File: src/rtl/rect80_round_ctrl_if.sv
// Handshake and strobe bundle between the RECTANGLE-80 round sequencer and its datapath/consumer.
// Optional port i_abort is present only when RECT_ABORT_EN is defined.
interface rect80_round_ctrl_if;
    logic       i_start;
    logic       o_ready;
    logic       o_load;
    logic       o_round_en;
    logic       o_final;
    logic [4:0] ov_round;
    logic [4:0] ov_rc;
    logic       o_valid;
    logic       i_out_ready;
`ifdef RECT_ABORT_EN
    logic       i_abort;
`endif

    modport master (
`ifdef RECT_ABORT_EN
        output i_abort,
`endif
        output i_start, i_out_ready,
        input  o_ready, o_load, o_round_en, o_final, ov_round, ov_rc, o_valid
    );

    modport slave (
`ifdef RECT_ABORT_EN
        input  i_abort,
`endif
        input  i_start, i_out_ready,
        output o_ready, o_load, o_round_en, o_final, ov_round, ov_rc, o_valid
    );
endinterface

File: src/rtl/rect80_round_ctrl.sv
// Round sequencer for RECTANGLE-80: load/round/final strobes, round counter, round-constant LFSR.
// Define RECT_ABORT_EN to add the i_abort input that returns any active run to IDLE.
module rect80_round_ctrl #(
    parameter int unsigned NUM_ROUNDS = 25,
    parameter logic [4:0]  RC_INIT    = 5'h01
) (
    input  logic               i_clk,
    input  logic               i_rst,
    rect80_round_ctrl_if.slave bus
);
    localparam int unsigned CNT_W = 5;
    localparam logic [CNT_W-1:0] LAST_RND = CNT_W'(NUM_ROUNDS - 1);

    typedef enum logic [2:0] {
        S_IDLE  = 3'd0,
        S_LOAD  = 3'd1,
        S_ROUND = 3'd2,
        S_FINAL = 3'd3,
        S_DONE  = 3'd4
    } state_t;

    state_t           state_q, state_nxt;
    logic [CNT_W-1:0] cnt_q, cnt_nxt;
    logic [4:0]       rc_q, rc_nxt;
    logic             ready_q, load_q, round_en_q, final_q, valid_q;
    logic             ready_nxt, load_nxt, round_en_nxt, final_nxt, valid_nxt;

    // State, counter, LFSR and decoded strobes are all registered together.
    always_ff @(posedge i_clk) begin
        if (i_rst) begin
            state_q    <= S_IDLE;
            cnt_q      <= '0;
            rc_q       <= RC_INIT;
            ready_q    <= 1'b1;
            load_q     <= 1'b0;
            round_en_q <= 1'b0;
            final_q    <= 1'b0;
            valid_q    <= 1'b0;
        end else begin
            state_q    <= state_nxt;
            cnt_q      <= cnt_nxt;
            rc_q       <= rc_nxt;
            ready_q    <= ready_nxt;
            load_q     <= load_nxt;
            round_en_q <= round_en_nxt;
            final_q    <= final_nxt;
            valid_q    <= valid_nxt;
        end
    end

    // Next state; counter is zero everywhere outside ROUND so it can drive ov_round directly.
    always_comb begin
        state_nxt = state_q;
        cnt_nxt   = cnt_q;
        rc_nxt    = rc_q;
        case (state_q)
            S_IDLE: begin
                if (bus.i_start) begin
                    state_nxt = S_LOAD;
                    cnt_nxt   = '0;
                    rc_nxt    = RC_INIT;
                end
            end
            S_LOAD:  state_nxt = S_ROUND;
            S_ROUND: begin
                rc_nxt = {rc_q[3:0], rc_q[4] ^ rc_q[2]};
                if (cnt_q == LAST_RND) begin
                    state_nxt = S_FINAL;
                    cnt_nxt   = '0;
                end else begin
                    cnt_nxt = cnt_q + CNT_W'(1);
                end
            end
            S_FINAL: state_nxt = S_DONE;
            S_DONE:  if (bus.i_out_ready) state_nxt = S_IDLE;
            default: state_nxt = S_IDLE;
        endcase
`ifdef RECT_ABORT_EN
        if (bus.i_abort && (state_q != S_IDLE)) begin
            state_nxt = S_IDLE;
            cnt_nxt   = '0;
            rc_nxt    = RC_INIT;
        end
`endif
        ready_nxt    = (state_nxt == S_IDLE);
        load_nxt     = (state_nxt == S_LOAD);
        round_en_nxt = (state_nxt == S_ROUND);
        final_nxt    = (state_nxt == S_FINAL);
        valid_nxt    = (state_nxt == S_DONE);
    end

    assign bus.o_ready    = ready_q;
    assign bus.o_load     = load_q;
    assign bus.o_round_en = round_en_q;
    assign bus.o_final    = final_q;
    assign bus.o_valid    = valid_q;
    assign bus.ov_round   = cnt_q;
    assign bus.ov_rc      = rc_q;

    a_cnt_range: assert property (@(posedge i_clk) disable iff (i_rst)
        cnt_q < CNT_W'(NUM_ROUNDS));
    a_strobe_onehot: assert property (@(posedge i_clk) disable iff (i_rst)
        $onehot0({load_q, round_en_q, final_q}));
endmodule
File: src/flat_wrapper.sv
// flat-port wrapper written by rule: the top's interface ports become plain ports
module rect80_round_ctrl_flat 
#(
    parameter int unsigned NUM_ROUNDS = 25,
    parameter logic [4:0]  RC_INIT    = 5'h01
)
  (i_clk, i_rst, bus_i_start, bus_i_out_ready, bus_o_ready, bus_o_load, bus_o_round_en, bus_o_final, bus_ov_round, bus_ov_rc, bus_o_valid);
  rect80_round_ctrl_if bus_i ();
  input  logic i_clk;
  input  logic i_rst;
  input wire logic [$bits(bus_i.i_start)-1:0] bus_i_start;
  input wire logic [$bits(bus_i.i_out_ready)-1:0] bus_i_out_ready;
  output wire logic [$bits(bus_i.o_ready)-1:0] bus_o_ready;
  output wire logic [$bits(bus_i.o_load)-1:0] bus_o_load;
  output wire logic [$bits(bus_i.o_round_en)-1:0] bus_o_round_en;
  output wire logic [$bits(bus_i.o_final)-1:0] bus_o_final;
  output wire logic [$bits(bus_i.ov_round)-1:0] bus_ov_round;
  output wire logic [$bits(bus_i.ov_rc)-1:0] bus_ov_rc;
  output wire logic [$bits(bus_i.o_valid)-1:0] bus_o_valid;
  assign bus_i.i_start = bus_i_start;
  assign bus_i.i_out_ready = bus_i_out_ready;
  assign bus_o_ready = bus_i.o_ready;
  assign bus_o_load = bus_i.o_load;
  assign bus_o_round_en = bus_i.o_round_en;
  assign bus_o_final = bus_i.o_final;
  assign bus_ov_round = bus_i.ov_round;
  assign bus_ov_rc = bus_i.ov_rc;
  assign bus_o_valid = bus_i.o_valid;
  rect80_round_ctrl #(.NUM_ROUNDS(NUM_ROUNDS), .RC_INIT(RC_INIT)) u_core (.i_clk(i_clk), .i_rst(i_rst), .bus(bus_i));
endmodule
File: config.mk
export PLATFORM = sky130hd
export DESIGN_NAME = rect80_round_ctrl_flat
export DESIGN_NICKNAME = d
export VERILOG_FILES = /design/src/rtl/rect80_round_ctrl_if.sv /design/src/rtl/rect80_round_ctrl.sv /design/src/flat_wrapper.sv
export SDC_FILE = /design/constraint.sdc
export NUM_CORES = 1
export LEC_CHECK = 0
export CAP_MARGIN = 15
export CELL_PAD_IN_SITES_DETAIL_PLACEMENT = 2
export CELL_PAD_IN_SITES_GLOBAL_PLACEMENT = 2
export CORE_UTILIZATION = 30
export CTS_BUF_LIST = sky130_fd_sc_hd__clkbuf_4
export CTS_CLUSTER_DIAMETER = 80
export CTS_CLUSTER_SIZE = 30
export DETAILED_ROUTE_END_ITERATION = 12
export PLACE_DENSITY_LB_ADDON = 0.2
export SKIP_LAST_GASP = 1
export SLEW_MARGIN = 20
export SYNTH_ARGS = -nofsm -noshare
export SYNTH_HDL_FRONTEND = slang
export SYNTH_SLANG_ARGS = --single-unit
File: constraint.sdc
create_clock -name i_clk -period 1.79 [get_ports i_clk]
set_input_delay 0.358 -clock i_clk [delete_from_list [all_inputs] [get_ports i_clk]]
set_output_delay 0.358 -clock i_clk [all_outputs]
set_load 0.1 [all_outputs]
==> impl_metrics.py, run 1 <==
metrics = {
    "detailed_routing": {
        "dr.pass1.iters": 2,
        "met2_length_um": 1120,
        "drtAntennaViolNets": 0,
        "routedWlPerCell_um": 15.3,
        "num_vias": 702,
        "top_layer": "met3",
        "drc": 0,
        "drt_iter0_drc": 6,
        "routed_wl_um": 2040,
        "drt-met1-wl_um": 868,
        "dr_wl_met3_um": 54,
        "vias_per_cell": 5.28,
    },
    "yosys": {
        "synth_fp_nets": 92,
        "yosysSeqAreaShare_pct": 45.4,
        "avgSynthCellArea_um2": 9.22,
        "yosysTopAreaCell": "dfxtp_1",
        "ys_warn_count": 0,
        "synth_cell_types": 27,
        "synth_top_area_share_pct": 45.4,
        "syn_area_um2": 793,
        "netlist_instances": 86,
        "ys_seq_elements": 18,
        "synthTopCellsByArea": "dfxtp_1 (45%), nand3_1 (6.3%), a21oi_1 (5.7%)",
    },
    "pwr": {
        "total_power_mw": 0.926,
        "pwr-share-seq_pct": 48.7,
        "p_per_area_nw_per_um2": 796,
        "p_comb_share_pct": 29.6,
        "switching_power_mw": 0.326,
        "ir_drop_uv": 477,
        "switching_share_pct": 35.3,
        "clockPowerShare_pct": 21.8,
        "leakagePower_nw": 0.420,
        "p_int_mw": 0.599,
    },
    "cells_and_area": {
        "diodes": 0,
        "nNetsFinal": 111,
        "drive_gt1_share_pct": 27.2,
        "postLayoutCoreUtil_pct": 46.9,
        "stdcell_area_um2": 1160,
        "area_growth_pct": 46.5,
    },
    "sta": {
        "period_share_pct": 89.8,
        "rsz0062_at_grt": "no",
        "layout_setup_ws_ns": 0.182,
        "hold_violations": 0,
        "setup_viol": 0,
        "skew_ns": 0.00652,
        "finalMaxSlewViolations": 0,
        "fmax_ghz": 0.622,
        "tightestPinTransition_ns": 0.367,
        "tns_ns": 0,
        "relSlewSlack_pct": 75.5,
        "finalCriticalPeriod_ns": 1.61,
    },
    "critical_path": {
        "startpoint": "u_core.state_q[1]",
        "required_ns": 1.97,
        "r2r-start": "u_core.state_q[1]",
        "cp_max_fo": 10,
        "cp.arrival_ns": 1.78,
        "end_kind": "register",
        "worstSetupStartpointType": "register",
        "criticalPathCategory": "register to register",
    },
    "floorplan": {
        "io_pins": 19,
        "die_h_um": 53.4,
        "start_util_pct": 32.0,
        "dieArea_um2": 2850,
        "die_w_um": 53.4,
        "fp-row-count": 18,
        "fp.coreArea_um2": 2480,
    },
    "clock_tree": {
        "insertion_delay_ns": 0.28,
        "cts_buffer_depth": 2,
        "ctsResizeCount": 0,
        "post_cts_buffers": 0,
        "cts_sinks": 18,
        "clk_pin_slew_ns": 0.11,
        "cts_root_buf": "clkbuf_4",
        "cts_buffers": 3,
        "cts_max_level": 1,
        "cts_tree": "yes",
        "hold_buffers": 0,
    },
    "hold_path": {
        "min_from": "u_core.bus.ov_round[0]",
        "min_path_type": "register to register",
    },
    "placed_design": {
        "dp_hpwl_um": 1530,
        "place_congestion": 0.660,
        "place_area_um2": 1140,
        "place_ws_ns": 0.0145,
        "io_buffers": 18,
    },
    "global_route": {
        "antenna_found_initial": 0,
        "grt_pass1_vias": 762,
        "grt_pass1_wl_um": 3440,
        "grt_use_total_pct": 16.4,
        "grt_max_degree": 16,
        "gr-total-overflow": 0,
    },
    "job": {
        "drv_cap": 0,
    },
    "outcome": {
        "outcome": "finished clean",
    },
}
[worst max-delay path, stage by stage, from the launching register on]
cell and delay [ns]:
dfxtp_1 0.53, or3b_1 0.57, o21ai_0 0.29, a211oi_1 0.11
[sequential cells by signal, summed over array words and instances, names as in the netlist]
register and count:
u_core.bus.o_load 1, u_core.bus.ov_round 5, u_core.bus.o_valid 1, u_core.bus.o_ready 1
u_core.bus.o_final 1, u_core.bus.ov_rc 5, u_core.bus.o_round_en 1, u_core.state_q 3
[synth_stat cells (all sizes together)]
master,count
nand4b,2
o41ai,1
clkbuf,1
nand3,10
nor3b,1
nor2,5
or3,1
o32ai,2
buf,5
or3b,1
o21a,1
xor2,2
a211oi,1
nor3,1
a21o,1
a21oi,9
o21ai,2
xnor2,2
or4b,2
nand3b,2
ha,2
dfxtp,18
inv,4
nand2,9
nor4b,1
[per-stage QoR]
step	hold slack, ns	instances
2_1_floorplan	0.428	86
3_3_place_gp	0.505	130
3_5_place_dp	0.509	130
4_1_cts	0.530	133
5_1_grt	0.562	133
6_report	0.524	133
[layout make-up]
cell class                      instances  area (um^2)
Tap cell                               30         37.5
Sequential cell                        18          365
Fill cell                             275         1320
Clock buffer                            3         22.5
Timing Repair Buffer                   20          345
Multi-Input combinational cell         58          377
Inverter                                4         15.0
[path summary, 6_finish.rpt]
| kind | endpoint | slack (ns) | cells after the start |
|---|---|---|---|
| worst max-delay path | u_core.bus.o_ready | 0.18 | 3 |
| worst min register to register | u_core.bus.ov_round[0] | 0.52 | 2 |
| worst max register to register | u_core.bus.o_ready | 0.18 | 3 |
| worst min-delay path | u_core.bus.ov_round[0] | 0.52 | 2 |
[per-layer routing]
metal / vias up / GRT usage, %
li1: 336 / -
met1: 356 / 17.9
met2: 10 / 32.3
met3: 0 / 2.59
met4: 0 / 3.51
met5: - / 0
[power by group through the flow]
stage	sequential [mW]	clock, mW	combinational, mW
3_5_place_dp	0.460	0	0.276
5_1_grt	0.454	0.225	0.288
2_1_floorplan	0.551	0	0.0877
3_3_place_gp	0.459	0	0.271
4_1_cts	0.451	0.208	0.277
6_report	0.451	0.201	0.274
[cells in the final DEF, fill, tap and decap left out, types with 2 or more instances in the layout]
cell type / n
nor2_1: 5
o21ai_0: 2
inv_1: 4
dfxtp_2: 4
ha_1: 2
dfxtp_1: 14
nand3_1: 10
o32ai_1: 2
xor2_1: 2
nand3b_1: 2
buf_12: 15
nand2_1: 9
xnor2_1: 2
nand4b_1: 2
clkdlybuf4s50_1: 3
buf_4: 2
a21oi_1: 9
clkbuf_4: 3
[logic make-up (layout without fill, tap and decap cells)]
group / count (synthesis) / count (layout) / share of synthesized area (%)
AOI/OAI and AO/OA: 17 / 17 / 14.0
adders and majority gates: 2 / 2 / 3.15
xor gates and xnor gates: 4 / 4 / 4.42
and+or+nand+nor: 35 / 35 / 25.9
buffers and inverters: 10 / 27 / 7.10
DFF: 18 / 18 / 45.4
(Power assumes the default switching activity.)
==> run 2, diff against run 1 <==
--- a/config.mk
+++ b/config.mk
@@ -8,6 +8,7 @@
 export CAP_MARGIN = 15
 export CELL_PAD_IN_SITES_DETAIL_PLACEMENT = 2
 export CELL_PAD_IN_SITES_GLOBAL_PLACEMENT = 2
+export CORE_MARGIN = 2
 export CORE_UTILIZATION = 30
 export CTS_BUF_LIST = sky130_fd_sc_hd__clkbuf_4
 export CTS_CLUSTER_DIAMETER = 80
==> constraint.sdc (replaced) <==
create_clock -name i_clk -period 1.8 [get_ports i_clk]
set_input_delay 0.36 -clock i_clk [delete_from_list [all_inputs] [get_ports i_clk]]
set_output_delay 0.36 -clock i_clk [all_outputs]
set_load 0.1 [all_outputs]
==> run 2 against run 1 <==
Global-route usage decreased by 1.7 points. Sequential power about the same. Clock-buffer cell count unchanged. Non-clock buffer count increased by 1. Worst setup slack improved by 0.10 ns. Die area increased by 7.6%. Power increased by 0.79%. Critical path type unchanged. Flip-flop and latch count unchanged. Highest routed layer is now met4. Register-to-register slack improved by 0.10 ns.
==> impl_metrics.py, run 2 (synthesis gave the netlist of run 1 again) <==
metrics = {
    "outcome": {
        "outcome": "finished clean",
    },
    "floorplan": {
        "die_w_um": 55.4,
        "fp.coreArea_um2": 2500,
        "start_util_pct": 31.7,
        "die_h_um": 55.4,
        "io_pins": 19,
        "dieArea_um2": 3070,
        "fp-row-count": 18,
    },
    "sta": {
        "hold_violations": 0,
        "tightestPinTransition_ns": 0.335,
        "fmax_ghz": 0.660,
        "tns_ns": 0,
        "skew_ns": 0.00480,
        "setup_viol": 0,
        "finalCriticalPeriod_ns": 1.52,
        "period_share_pct": 84.2,
        "relSlewSlack_pct": 77.5,
        "layout_setup_ws_ns": 0.285,
        "finalMaxSlewViolations": 0,
        "rsz0062_at_grt": "no",
    },
    "clock_tree": {
        "clk_pin_slew_ns": 0.10,
        "cts_buffer_depth": 2,
        "cts_root_buf": "clkbuf_4",
        "cts_sinks": 18,
        "hold_buffers": 0,
        "ctsResizeCount": 0,
        "cts_max_level": 1,
        "insertion_delay_ns": 0.30,
        "cts_tree": "yes",
        "post_cts_buffers": 0,
        "cts_buffers": 3,
    },
    "hold_path": {
        "min_path_cells": 2,
        "min_from": "u_core.bus.ov_rc[0]",
        "hold_end": "u_core.bus.ov_rc[1]",
        "min_path_type": "register to register",
    },
    "critical_path": {
        "startpoint": "u_core.state_q[1]",
        "r2r-end": "u_core.bus.o_ready",
        "cp_max_fo": 9,
        "end_kind": "register",
        "cp.arrival_ns": 1.70,
        "ff2ff_setup_slack_ns": 0.28,
        "ff2ff_path_depth": 3,
        "criticalPathCategory": "register to register",
        "required_ns": 1.98,
        "worstSetupStartpointType": "register",
        "r2r-start": "u_core.state_q[1]",
    },
    "global_route": {
        "antenna_found_initial": 0,
        "grt_max_degree": 16,
        "grt_use_met2_pct": 24.0,
        "gr-total-overflow": 0,
        "grt_use_total_pct": 14.8,
        "grt_pass1_wl_um": 3640,
        "grt_pass1_vias": 757,
        "grt.met1_usage_pct": 18.8,
        "use_met3_pct": 3.75,
        "grt-busiest-layer": "met2",
    },
    "detailed_routing": {
        "drt_iter0_drc": 12,
        "drtAntennaViolNets": 0,
        "routed_wl_um": 2040,
        "vias_per_cell": 5.18,
        "dr.pass1.iters": 2,
        "routedWlPerCell_um": 15.1,
        "drc": 0,
        "num_vias": 699,
    },
    "cells_and_area": {
        "diodes": 0,
        "drive_gt1_share_pct": 27.6,
        "area_growth_pct": 48.0,
        "layout_commonest_cell": "buf_12",
        "stdcell_area_um2": 1170,
        "nNetsFinal": 112,
        "layout_common_cells": "buf_12 (15), dfxtp_1 (14), nand3_1 (10)",
        "postLayoutCoreUtil_pct": 46.9,
    },
    "placed_design": {
        "place_ws_ns": 0.0127,
        "place_congestion": 0.760,
        "place_area_um2": 1150,
        "dp_hpwl_um": 1560,
        "io_buffers": 18,
    },
    "pwr": {
        "ir_drop_uv": 531,
        "p_per_area_nw_per_um2": 795,
        "total_power_mw": 0.933,
        "leakagePower_nw": 0.426,
    },
    "job": {
        "drv_cap": 0,
    },
}
## run 2: changes by cell type in the layout (fill, tap and decap cells not counted), sizes merged
| cell | delta |
|---|---|
| buf | +1 |
| clkinv | +1 |
## run 2: how the worst max path moves through the flow
stage | end | slack [ns]
final | u_core.bus.o_ready | 0.28
after global routing | u_core.bus.o_ready | 0.14
after CTS | u_core.bus.o_ready | 0.25
after detailed placement | u_core.bus.o_ready | 0.01
after global placement | u_core.bus.o_ready | 0.06
after floorplan | u_core.bus.ov_round[3] | 0.09
## run 2: critical path, stage by stage (launching register included)
cell      delay [ns]
dfxtp_1         0.51
or3b_1          0.51
o21ai_0         0.26
a211oi_1        0.12
## run 2: stage by stage
stage | hold WS, ns | cells
finish | 0.521 | 135
global route | 0.569 | 135
CTS | 0.534 | 135
detailed placement | 0.519 | 131
global placement | 0.506 | 131
floorplan | 0.430 | 86
## run 2: power breakdown
group          internal (mW)  leakage [nW]  switching [mW]
logic                  0.102         0.263           0.172
registers              0.419         0.148          0.0287
clock network         0.0808        0.0154           0.131
total                  0.602         0.426           0.331
## run 2: layer usage
| layer | up-vias | routed length, um |
|---|---|---|
| met4 | 0 | 17 |
| met1 | 344 | 966 |
| met5 | - | 0 |
| li1 | 339 | - |
| met3 | 2 | 77 |
| met2 | 14 | 975 |
## run 2: final cells by class
| type | count | area (um^2) |
|---|---|---|
| clock buffer | 3 | 22.5 |
| clock inverter | 1 | 3.75 |
| tap | 30 | 37.5 |
| multi-input combinational | 58 | 377 |
| timing repair buffer | 21 | 353 |
| inverter | 4 | 15.0 |
| fill | 265 | 1330 |
| sequential | 18 | 365 |
